===== config.mk =====
export PLATFORM = sky130hd
export DESIGN_NAME = ex_mem_skid
export DESIGN_NICKNAME = d
export VERILOG_FILES = /design/src/rtl/ex_mem_skid.sv
export SDC_FILE = /design/constraint.sdc
export NUM_CORES = 1
export LEC_CHECK = 0
export ABC_AREA = 1
export CORE_ASPECT_RATIO = 1.4
export CORE_MARGIN = 1
export CORE_UTILIZATION = 40
export CTS_BUF_LIST = sky130_fd_sc_hd__clkbuf_8
export DETAILED_ROUTE_END_ITERATION = 8
export GPL_TIMING_DRIVEN = 0
export HOLD_SLACK_MARGIN = 0.03
export PLACE_DENSITY_LB_ADDON = 0.3
export SYNTH_ARGS = -nofsm -noshare
export SYNTH_HDL_FRONTEND = slang
export SYNTH_SLANG_ARGS = --single-unit

===== constraint.sdc =====
create_clock -name clk -period 1.81 [get_ports clk]
set_input_delay 0.181 -clock clk [delete_from_list [all_inputs] [get_ports clk]]
set_output_delay 0.181 -clock clk [all_outputs]
set_load 0.005 [all_outputs]

===== src/rtl/ex_mem_skid.sv =====
// EX->MEM two-entry skid buffer (head + skid) carrying ALU result, store data and condition flags.
// Define EX_MEM_BRANCH_RESOLVE_EN to add brz/brn inputs and the registered br_taken output.
module ex_mem_skid #(
    parameter int DATA_W = 32,
    parameter int RD_W   = 5
) (
    input  logic              clk,
    input  logic              rst_n,
    input  logic              in_valid,
    output logic              in_ready,
    input  logic [DATA_W-1:0] alu_out,
    input  logic              alu_z,
    input  logic              alu_n,
    input  logic [DATA_W-1:0] st_data,
    input  logic [RD_W-1:0]   rd,
    input  logic              reg_wrt,
    input  logic              mem_rd,
    input  logic              mem_wrt,
    input  logic              flag_upd,
    input  logic              flush,
`ifdef EX_MEM_BRANCH_RESOLVE_EN
    input  logic              brz,
    input  logic              brn,
    output logic              br_taken,
`endif
    output logic              out_valid,
    input  logic              out_ready,
    output logic [DATA_W-1:0] out_alu,
    output logic [DATA_W-1:0] out_st,
    output logic [RD_W-1:0]   out_rd,
    output logic              out_reg_wrt,
    output logic              out_mem_rd,
    output logic              out_mem_wrt,
    output logic              flag_z,
    output logic              flag_n
);

    typedef struct packed {
        logic [DATA_W-1:0] alu;
        logic [DATA_W-1:0] st;
        logic [RD_W-1:0]   rd;
        logic              reg_wrt;
        logic              mem_rd;
        logic              mem_wrt;
    } entry_t;

    entry_t in_e;
    entry_t head_q, head_d;
    entry_t skid_q, skid_d;
    logic   head_valid_q, head_valid_d;
    logic   skid_valid_q, skid_valid_d;
    logic   flag_z_q, flag_z_d;
    logic   flag_n_q, flag_n_d;
    logic   in_xfer;
    logic   out_xfer;

    assign in_e     = {alu_out, st_data, rd, reg_wrt, mem_rd, mem_wrt};
    assign in_xfer  = in_valid & ~skid_valid_q;
    assign out_xfer = head_valid_q & out_ready;

    always_comb begin
        head_valid_d = head_valid_q;
        skid_valid_d = skid_valid_q;
        head_d       = head_q;
        skid_d       = skid_q;
        flag_z_d     = flag_z_q;
        flag_n_d     = flag_n_q;
        if (flush) begin
            head_valid_d = 1'b0;
            skid_valid_d = 1'b0;
        end else begin
            if (head_valid_q && !out_xfer) begin
                if (in_xfer) begin
                    skid_d       = in_e;
                    skid_valid_d = 1'b1;
                end
            end else if (skid_valid_q) begin
                // skid valid implies in_ready=0, so nothing new arrives here
                head_d       = skid_q;
                skid_valid_d = 1'b0;
            end else begin
                head_valid_d = in_xfer;
                if (in_xfer) begin
                    head_d = in_e;
                end
            end
            if (in_xfer && flag_upd) begin
                flag_z_d = alu_z;
                flag_n_d = alu_n;
            end
        end
    end

    always_ff @(posedge clk or negedge rst_n) begin
        if (!rst_n) begin
            head_valid_q <= 1'b0;
            skid_valid_q <= 1'b0;
            head_q       <= '0;
            skid_q       <= '0;
            flag_z_q     <= 1'b0;
            flag_n_q     <= 1'b0;
        end else begin
            head_valid_q <= head_valid_d;
            skid_valid_q <= skid_valid_d;
            head_q       <= head_d;
            skid_q       <= skid_d;
            flag_z_q     <= flag_z_d;
            flag_n_q     <= flag_n_d;
        end
    end

`ifdef EX_MEM_BRANCH_RESOLVE_EN
    logic br_taken_q, br_taken_d;

    // resolved against flags as they stood before this transfer's update
    assign br_taken_d = in_xfer & ~flush &
                        ((brz & flag_z_q) | (brn & flag_n_q));

    always_ff @(posedge clk or negedge rst_n) begin
        if (!rst_n) begin
            br_taken_q <= 1'b0;
        end else begin
            br_taken_q <= br_taken_d;
        end
    end

    assign br_taken = br_taken_q;
`endif

    assign in_ready    = ~skid_valid_q;
    assign out_valid   = head_valid_q;
    assign out_alu     = head_q.alu;
    assign out_st      = head_q.st;
    assign out_rd      = head_q.rd;
    assign out_reg_wrt = head_q.reg_wrt;
    assign out_mem_rd  = head_q.mem_rd;
    assign out_mem_wrt = head_q.mem_wrt;
    assign flag_z      = flag_z_q;
    assign flag_n      = flag_n_q;

endmodule


* After elaboration in Yosys (flattened, before gate mapping)
Cells that the tools add are included. Widths: inputs -> output; s select.
Operators by class: add/sub/neg operators 0, multiply operators 0, div/mod/pow operators 0, order comparisons 0, equal/unequal tests 3, shifts and indexed selects 0, muxes and demuxes 8, bitwise logic cells 5, reductions and logical operators 8
Operator list (count):
- $mux 72 | 2
- $mux 1 | 6
- $reduce_and 3->1 | 2
- $ne 2x2->1 const B | 2
- $reduce_and 2->1 | 2
- $ne 3x3->1 const B | 1
- $not 1->1 | 3
- $and 1x1->1 | 2
- $logic_and 1x1->1 | 2
- $reduce_bool 2->1 | 1
- $logic_not 1->1 | 1
Word-level totals: register bits after elaboration 148, latch bits 0, RAM bits 0, bits in read-only memories 0, input port bits 80, output and inout bits 76, memories 0

* Longest topological paths before layout
depth after elaboration 5, mapped depth 7, mapped depth without buffers 5

* Least setup slack after synthesis
OpenSTA, ideal clock, no wires.
kind register to register, from register head_valid_q (netlist: out_valid), to register skid_q[62] (netlist bit), arrival 1093 ps, required time 1693 ps, path slack 600 ps, stages on the path, launching flop included 7, path buffers 1, clock period less this slack 1210 ps, cell sequence dfrtp_1 inv_1 nor2_4 nand3_2 clkbuf_1 nand2_1 nand2_1
Between the ends: word-level cells in the longest chain between the ends 4
RTL lines:
- from (decl) | RTL line 50 | logic head_valid_q, head_valid_d;
- from (signal assigned) | RTL line 103 | head_valid_q <= head_valid_d;
- $and 1x1->1 | RTL line 59 | assign out_xfer = head_valid_q & out_ready;
- $logic_not 1->1 | RTL line 72 | if (head_valid_q && !out_xfer) begin
- $logic_and 1x1->1 (*) | RTL line 72
- $reduce_and 3->1 (no source line) (*)
- to (signal assigned) | RTL line 106 | skid_q <= skid_d;
- to (decl) | RTL line 49 | entry_t skid_q, skid_d;
Every way passes the cells marked *; elsewhere a longest branch is shown, timed or not. A chain may end at the register's enable or synchronous reset.

* Final worst setup path
from register skid_valid_q, to register skid_q[69] (netlist bit)
Between the ends: word-level cells in the longest chain between the ends 3
RTL lines:
- from (decl) | RTL line 51 | logic skid_valid_q, skid_valid_d;
- from (signal assigned) | RTL line 104 | skid_valid_q <= skid_valid_d;
- $not 1->1 | RTL line 58 | assign in_xfer = in_valid & ~skid_valid_q;
- $and 1x1->1 | RTL line 58
- $reduce_and 3->1 (no source line)
Every way passes these cells.

==> impl_results.md <==
* Die Wd at 113 um
* Period minus WS final at 1.63 ns
* Crit end category: register
* Die Height at 157 um
* Met2 wire length at 10000 um
* YS warnings at 0
* Vias in the first global route at 6181
* WL/cell at 15.4 um
* Crit-path max cell delay at 0.39 ns
* Critical path's most frequent cell: buf_4
* Mapped Avg Cell Area at 7.71 sq um
* CP delay by family, top: buffers and inverters
* TNS Setup at 0 ns
* DIE AREA at 0.0177 sq mm
* Synthesized instance count at 889
* Rel. slew slack at 0.566
* Starting Density at 0.409
* Comb power frac at 0.210
* WL final at 19700 um
* Critical Path RT at 2.18 ns
* Layout Nets at 1146
* Max-slew violation count at 0
* Pint at 0.00651 W
* Met3 Wirelength at 1100 um
* First-pass GRT wire length at 32000 um
* Clock Tree Buf Depth at 2
* Htree depth at 4
* Post-DR vias/cell at 5.14
* GR Overflow Total at 0
* Logic depth of the worst setup path including buffers at 6
* Hold Path Stages at 3
* Area added between synthesis and finish at 33.5%
* Final Core Density at 0.546
* Fillers at 1579
* Cts bufs inserted at 17
* Critical Path AT at 2.00 ns
* CTS Root Buffer Type: clkbuf_8
* Synth top area share at 0.541
* Startpoint types: register
* Largest area contributor in the netlist: dfrtp_1
* Later-pin clock latency in the skew report at 0.45 ns
* Commonest non-fill, non-tap cell in the layout: nand2_1
* TritonCTS clock tree: built
* DP HPWL at 13500 um
* Top layer in use: met4
* Met1 WL at 8200 um
* Core Rows at 56
* Synthesized Nets at 969
* Worst-path clk slew at 0.07 ns
* Final setup vio count at 0
* Port Buffers at 154
* DR vias at 6589
* Setup ws final at 0.180 ns
* Top-Level Pins at 156
* DRC viols at 0
* Peak VDD IR at 491 uV
* Final period util at 0.901
* Reg power frac at 0.484
* Kind of critical path: register to register
* Distinct cells, synth at 16
* Largest net degree at the start of global routing at 82
* Routed Antenna Nets at 0
* CP max FO at 10
* Final Hold Fails at 0
* Worst min path class: primary input to register
* Most frequent cells in the layout: nand2_1 (511), clkdlybuf4s50_1 (152), dfrtp_1 (148), nand3_1 (74), nand4_1 (74)
* Unrepaired setup endpoints after global routing: no
* Switching Fraction at 0.277
* Static leakage at 4.76 nW
* Worst Skew at 0.0120 ns
* Maxcap violations at 0
* FF-to-FF setup slack at 0.18 ns
* Routability cong. at 0.805
* Outcome: completed
* Dpl ws at -0.181 ns
* Slowest stage cell, crit path: dfrtp_1
* Clk sinks at 148
* Measured slew at the worst slew-check pin at 0.651 ns
* Worst r2r path cells at 6
* GRT Total Usage at 0.234
* Top post-synthesis cells by area: dfrtp_1 (54%), nand2_1 (28%), nand4_1 (6.8%)
* Post-synthesis register bit count at 148
* Max Fclk at 0.613 GHz
* Power Density at 983 mW/mm^2
* Syn Std Cell Area at 0.00685 sq mm
* CP Cell Sequence: buf_4 > nor2_2 > buf_2 > buf_4 > nand4_1 > nand2_1
* Share of layout cells above drive strength 1 at 0.0714
* DR pass1 iterations at 5
* Power share of the clock group at 0.306
* Drt first-iter violations at 482
* Switching power at 0.00249 W
* CORE AREA at 0.0167 sq mm
* Worst Path Buf+Inv at 3
* Post-synthesis sequential area ratio at 0.541
* Diodes inserted at 0
* Initial antenna violation count at 0
-- cell type report --
type                            instances  area, sq um  share of cell area
Multi-Input combinational cell        667         2820               0.308
Clock inverter                          9          126              0.0138
Clock buffer                           22          303              0.0331
Sequential cell                       148         3700               0.405
Tap cell                              203          254              0.0278
Timing Repair Buffer                  158         1590               0.174
Buffer                                 69          330              0.0361
Inverter                                5         18.8             0.00205
-- through the flow --
| stage | instance area (sq um) | hold slack, ns | power [W] | instances |
|---|---|---|---|---|
| floorplan | 6850 | -0.115 | 0.00519 | 889 |
| global placement | 8650 | 0.453 | 0.00625 | 1246 |
| detailed placement | 8680 | 0.232 | 0.00631 | 1247 |
| CTS | 9140 | 0.159 | 0.00908 | 1281 |
| global route | 9150 | 0.209 | 0.00954 | 1281 |
| finish | 9150 | 0.194 | 0.00900 | 1281 |
-- power by group through the flow --
stage / Clock [W] / Combinational, W / Sequential, W
floorplan: 0 / 0.000814 / 0.00438
global placement: 0 / 0.00185 / 0.00440
detailed placement: 0 / 0.00190 / 0.00442
CTS: 0.00281 / 0.00191 / 0.00436
global route: 0.00297 / 0.00213 / 0.00444
finish: 0.00275 / 0.00189 / 0.00436
-- routing by layer --
layer / vias to the layer above / GRT usage
li1: 3215 / -
met5: - / 0
met1: 3122 / 0.298
met2: 225 / 0.399
met4: 0 / 0.0825
met3: 27 / 0.0395
-- tightest hold or removal path, stage by stage --
cell and delay, ns:
buf_2 0.17, nor2_1 0.17, nor3_1 0.07
-- cell usage after synthesis --
library cell	instances
nor3_1	1
nand3_1	74
buf_4	5
nor2_4	1
nand3_2	2
nand2_1	511
nor2_1	1
nand4_1	74
inv_2	1
buf_2	32
o211ai_1	1
clkbuf_1	30
buf_1	2
inv_1	4
dfrtp_1	148
nor2_2	2
-- final timing paths --
check | startpoint | endpoint
setup / recovery | skid_valid_q | skid_q[69]
hold / removal | in_valid | skid_valid_q
setup reg to reg | skid_valid_q | skid_q[69]
hold reg to reg | skid_q[66] | skid_q[66]
max in group asynchronous | rst_n | skid_q[70]
min in group asynchronous | rst_n | out_alu[4]
-- cell families (layout without fill, tap and decap cells) --
family                 count (synthesis)  in the layout  synth area share
AO/OA/AOI/OAI                          1              1           0.00110
AND/OR/NAND/NOR                      666            666             0.409
flip-flops                           148            148             0.541
buffers and inverters                 74            263            0.0491
-- registers in the layout (all words and copies together) (netlist names) --
name / cells
out_mem_wrt: 1
out_alu: 32
out_valid: 1
out_mem_rd: 1
out_reg_wrt: 1
skid_valid_q: 1
out_st: 32
flag_n: 1
out_rd: 5
skid_q: 72
flag_z: 1
-- timing repair --
action	in CTS	in global routing
gates resized for setup	5	1
setup buffers	2	0
hold buffers	1	0
endpoints found under the setup margin	1	29
hold endpoints to repair	67	0
Note: power is estimated with default switching activity, not from simulation.
==> patch (same flow settings) <==
Change the parameter `RD_W` from 5 to 4.
--- a/src/rtl/ex_mem_skid.sv
+++ b/src/rtl/ex_mem_skid.sv
@@ -4,3 +4,3 @@
     parameter int DATA_W = 32,
-    parameter int RD_W   = 5
+    parameter int RD_W   = 4
 ) (
Interface: changed (resized out_rd and rd); port bits go from 156 to 154. No check against the original RTL was run, so the function may have changed too.
==> patch against the unedited design <==
- setup slack worse by 100 ps
- the run now ends with design-rule violations left
- die area is 1.2% lower
- maximum frequency is 6.0% lower
- sequential cell count is 2 lower
- critical path type is now reg -> out
- via count is 2.7% lower
- routed wire length is 0.21% higher
- count of clock-buffer cells in the layout is 5 lower
- area after synthesis is 1.2% lower
- critical endpoint is now in_ready
- synthesized cell count is 1.3% lower
- power is 2.0% lower
- design area is 1.8% lower
==> patch: results (changes against the unedited design) <==
[outcome] result of the run complete, but fails checks
[outcome] violations in the final reports design-rule violations
[logic_synthesis] Syn Nets 956 [-1.3%]
[timing] slew at the pin with the worst max-slew slack 740 ps [+89.6 ps]
[cts] total CTS buffers 17 [unchanged]
[timing] largest clock skew in the final design 16.2 ps [+4.22 ps]
[placement] placed cell areas 8570 um^2 [-1.2%]
[setup_path] Critical Path AT 1550 ps [-450 ps]
[cts] root buffer cell clkbuf_8
[placement] IO buf count 152 [-1.3%]
[setup_path] highest fanout seen on the critical path 19 [+9]
[drt] DRC viols 7 [+7]
[global_route] vias in the first global route 6222 [+0.66%]
[drt] aggregate routed wire length 19.7 mm [+0.21%]
[logic_synthesis] most common library cells after synthesis nand2_1 (504), dfrtp_1 (146), nand3_1 (74), nand4_1 (73), buf_2 (30)
[finish] Filler Cells Inserted 1591 [+0.76%]
[cts] # H-tree levels 4 [unchanged]
[global_route] global routing usage summed across all routing layers 23.4% [+0.072 points]
[pwr] leakage 4.67 nW [-2.0%]
[setup_path] CP max-delay cell clkdlybuf4s50_1
[logic_synthesis] register area share after synthesis 54.0% [-0.080 points]
[logic_synthesis] most used flip-flop cell after synthesis dfrtp_1
[finish] Largest register FFs 71 [-1.4%]
[cts] Max clock buf depth 2 [unchanged]
[cts] number of buffers inserted by post-CTS setup repair 0 [-2]
[global_route] first-pass GRT wire length 32.3 mm [+0.67%]
[drt] via density per instance 5.09 [-1.1%]
[placement] RePlAce Congestion 0.780 [-3.0%]
[drt] DRC violation total after the first TritonRoute iteration 382 [-21%]
[logic_synthesis] compound-gate portion of the synthesized area 0.111% [+0.0013 points]
[setup_path] delay of the slowest cell on the worst path 530 ps [+140 ps]
[finish] share of layout cells above drive strength 1 7.16% [+0.020 points]
[global_route] pin count of the biggest net entering global routing 80 [-2.4%]
[pwr] maximum resistive drop on vdd 0.000470 V [-4.3%]
[worst_hold_path] Tightest Hold Check Type in -> reg
[finish] number of nets in the final layout 1128 [-1.6%]
[pwr] Internal Power 0.00626 W [-3.8%]
[drt] first drt pass iteration count 9 [+4]
[logic_synthesis] most area-consuming cells after synthesis dfrtp_1 (54%), nand2_1 (28%), nand4_1 (6.7%), nand3_1 (5.5%), buf_2 (2.2%)
[cts] worst-skew pair later-pin latency 430 ps [-20 ps]
[setup_path] Reg2Reg Setup Slack 230 ps [+50 ps]
[placement] placed wire-length estimate after detailed placement 13.9 mm [+2.8%]
## patch: cell type report
type / instances / area, um^2 / share of cell area (%)
plain buffers: 67 / 319 / 3.55
clock buffers: 17 / 234 / 2.60
clock inverters: 14 / 164 / 1.82
inverters: 5 / 23.8 / 0.265
multi-input cells: 658 / 2780 / 30.9
flip-flops and latches: 146 / 3650 / 40.7
well taps: 199 / 249 / 2.77
repair buffers: 154 / 1560 / 17.4
## patch: cell families (layout without fill, tap and decap cells)
| family | Yosys count | count (layout) |
|---|---|---|
| buffers and inverters | 73 | 257 |
| AO/OA/AOI/OAI | 1 | 1 |
| flip-flops | 146 | 146 |
| AND/OR/NAND/NOR | 657 | 657 |
## patch: metrics by stage
| step | utilization, % | instances | total power [W] | setup WS (ps) | hold slack, ps |
|---|---|---|---|---|---|
| 6_report | 54.9 | 1260 | 0.00881 | 75.7 | 242 |
| 5_1_grt | 54.9 | 1260 | 0.00933 | 13.6 | 260 |
| 4_1_cts | 54.8 | 1260 | 0.00888 | 24.8 | 230 |
| 3_5_place_dp | 52.3 | 1229 | 0.00624 | -29.1 | 283 |
| 3_3_place_gp | 52.1 | 1228 | 0.00618 | -5500 | 453 |
| 2_1_floorplan | - | 877 | 0.00512 | 601 | -115 |
## patch: metal layers
layer	up-vias	GRT usage (%)	share of wire, %	wire length, um
met5	-	0	0	0
met4	0	7.87	2.0	390
met3	26	3.77	4.6	901
met2	180	40.6	50	9940
met1	3049	29.8	43	8490
li1	3156	-	-	-
## patch: what timing repair did
item	CTS	global route
endpoints found under the setup margin	1	1
hold buffers	1	0
endpoints found under the hold margin	78	0
resized for setup	2	3
## patch: worst paths after layout
check	startpoint	to	depth (start not counted)
max	skid_valid_q$_DFFE_PN0P_	in_ready	2
min	in_valid	skid_valid_q$_DFFE_PN0P_	3
max reg2reg	out_valid$_DFFE_PN0P_	skid_q[20]$_DFFE_PN0P_	6
min reg2reg	skid_q[29]$_DFFE_PN0P_	skid_q[29]$_DFFE_PN0P_	2
max in group asynchronous	rst_n	skid_q[24]$_DFFE_PN0P_	3
min in group asynchronous	rst_n	out_alu[7]$_DFFE_PN0P_	2
## patch: power by group through the flow
| stage | Combinational, W | Sequential [W] | Clock (W) |
|---|---|---|---|
| after floorplan | 0.000808 | 0.00432 | 0 |
| after global placement | 0.00184 | 0.00435 | 0 |
| after detailed placement | 0.00188 | 0.00436 | 0 |
| after CTS | 0.00189 | 0.00430 | 0.00268 |
| after global routing | 0.00210 | 0.00439 | 0.00284 |
| final | 0.00187 | 0.00431 | 0.00264 |
## patch: worst register-to-register path: stages (launching register included)
cell and delay (ps):
dfrtp_1 400, inv_1 80, nor2_4 230, nand3_2 250
clkbuf_1 330, nand2_1 120, nand2_1 60
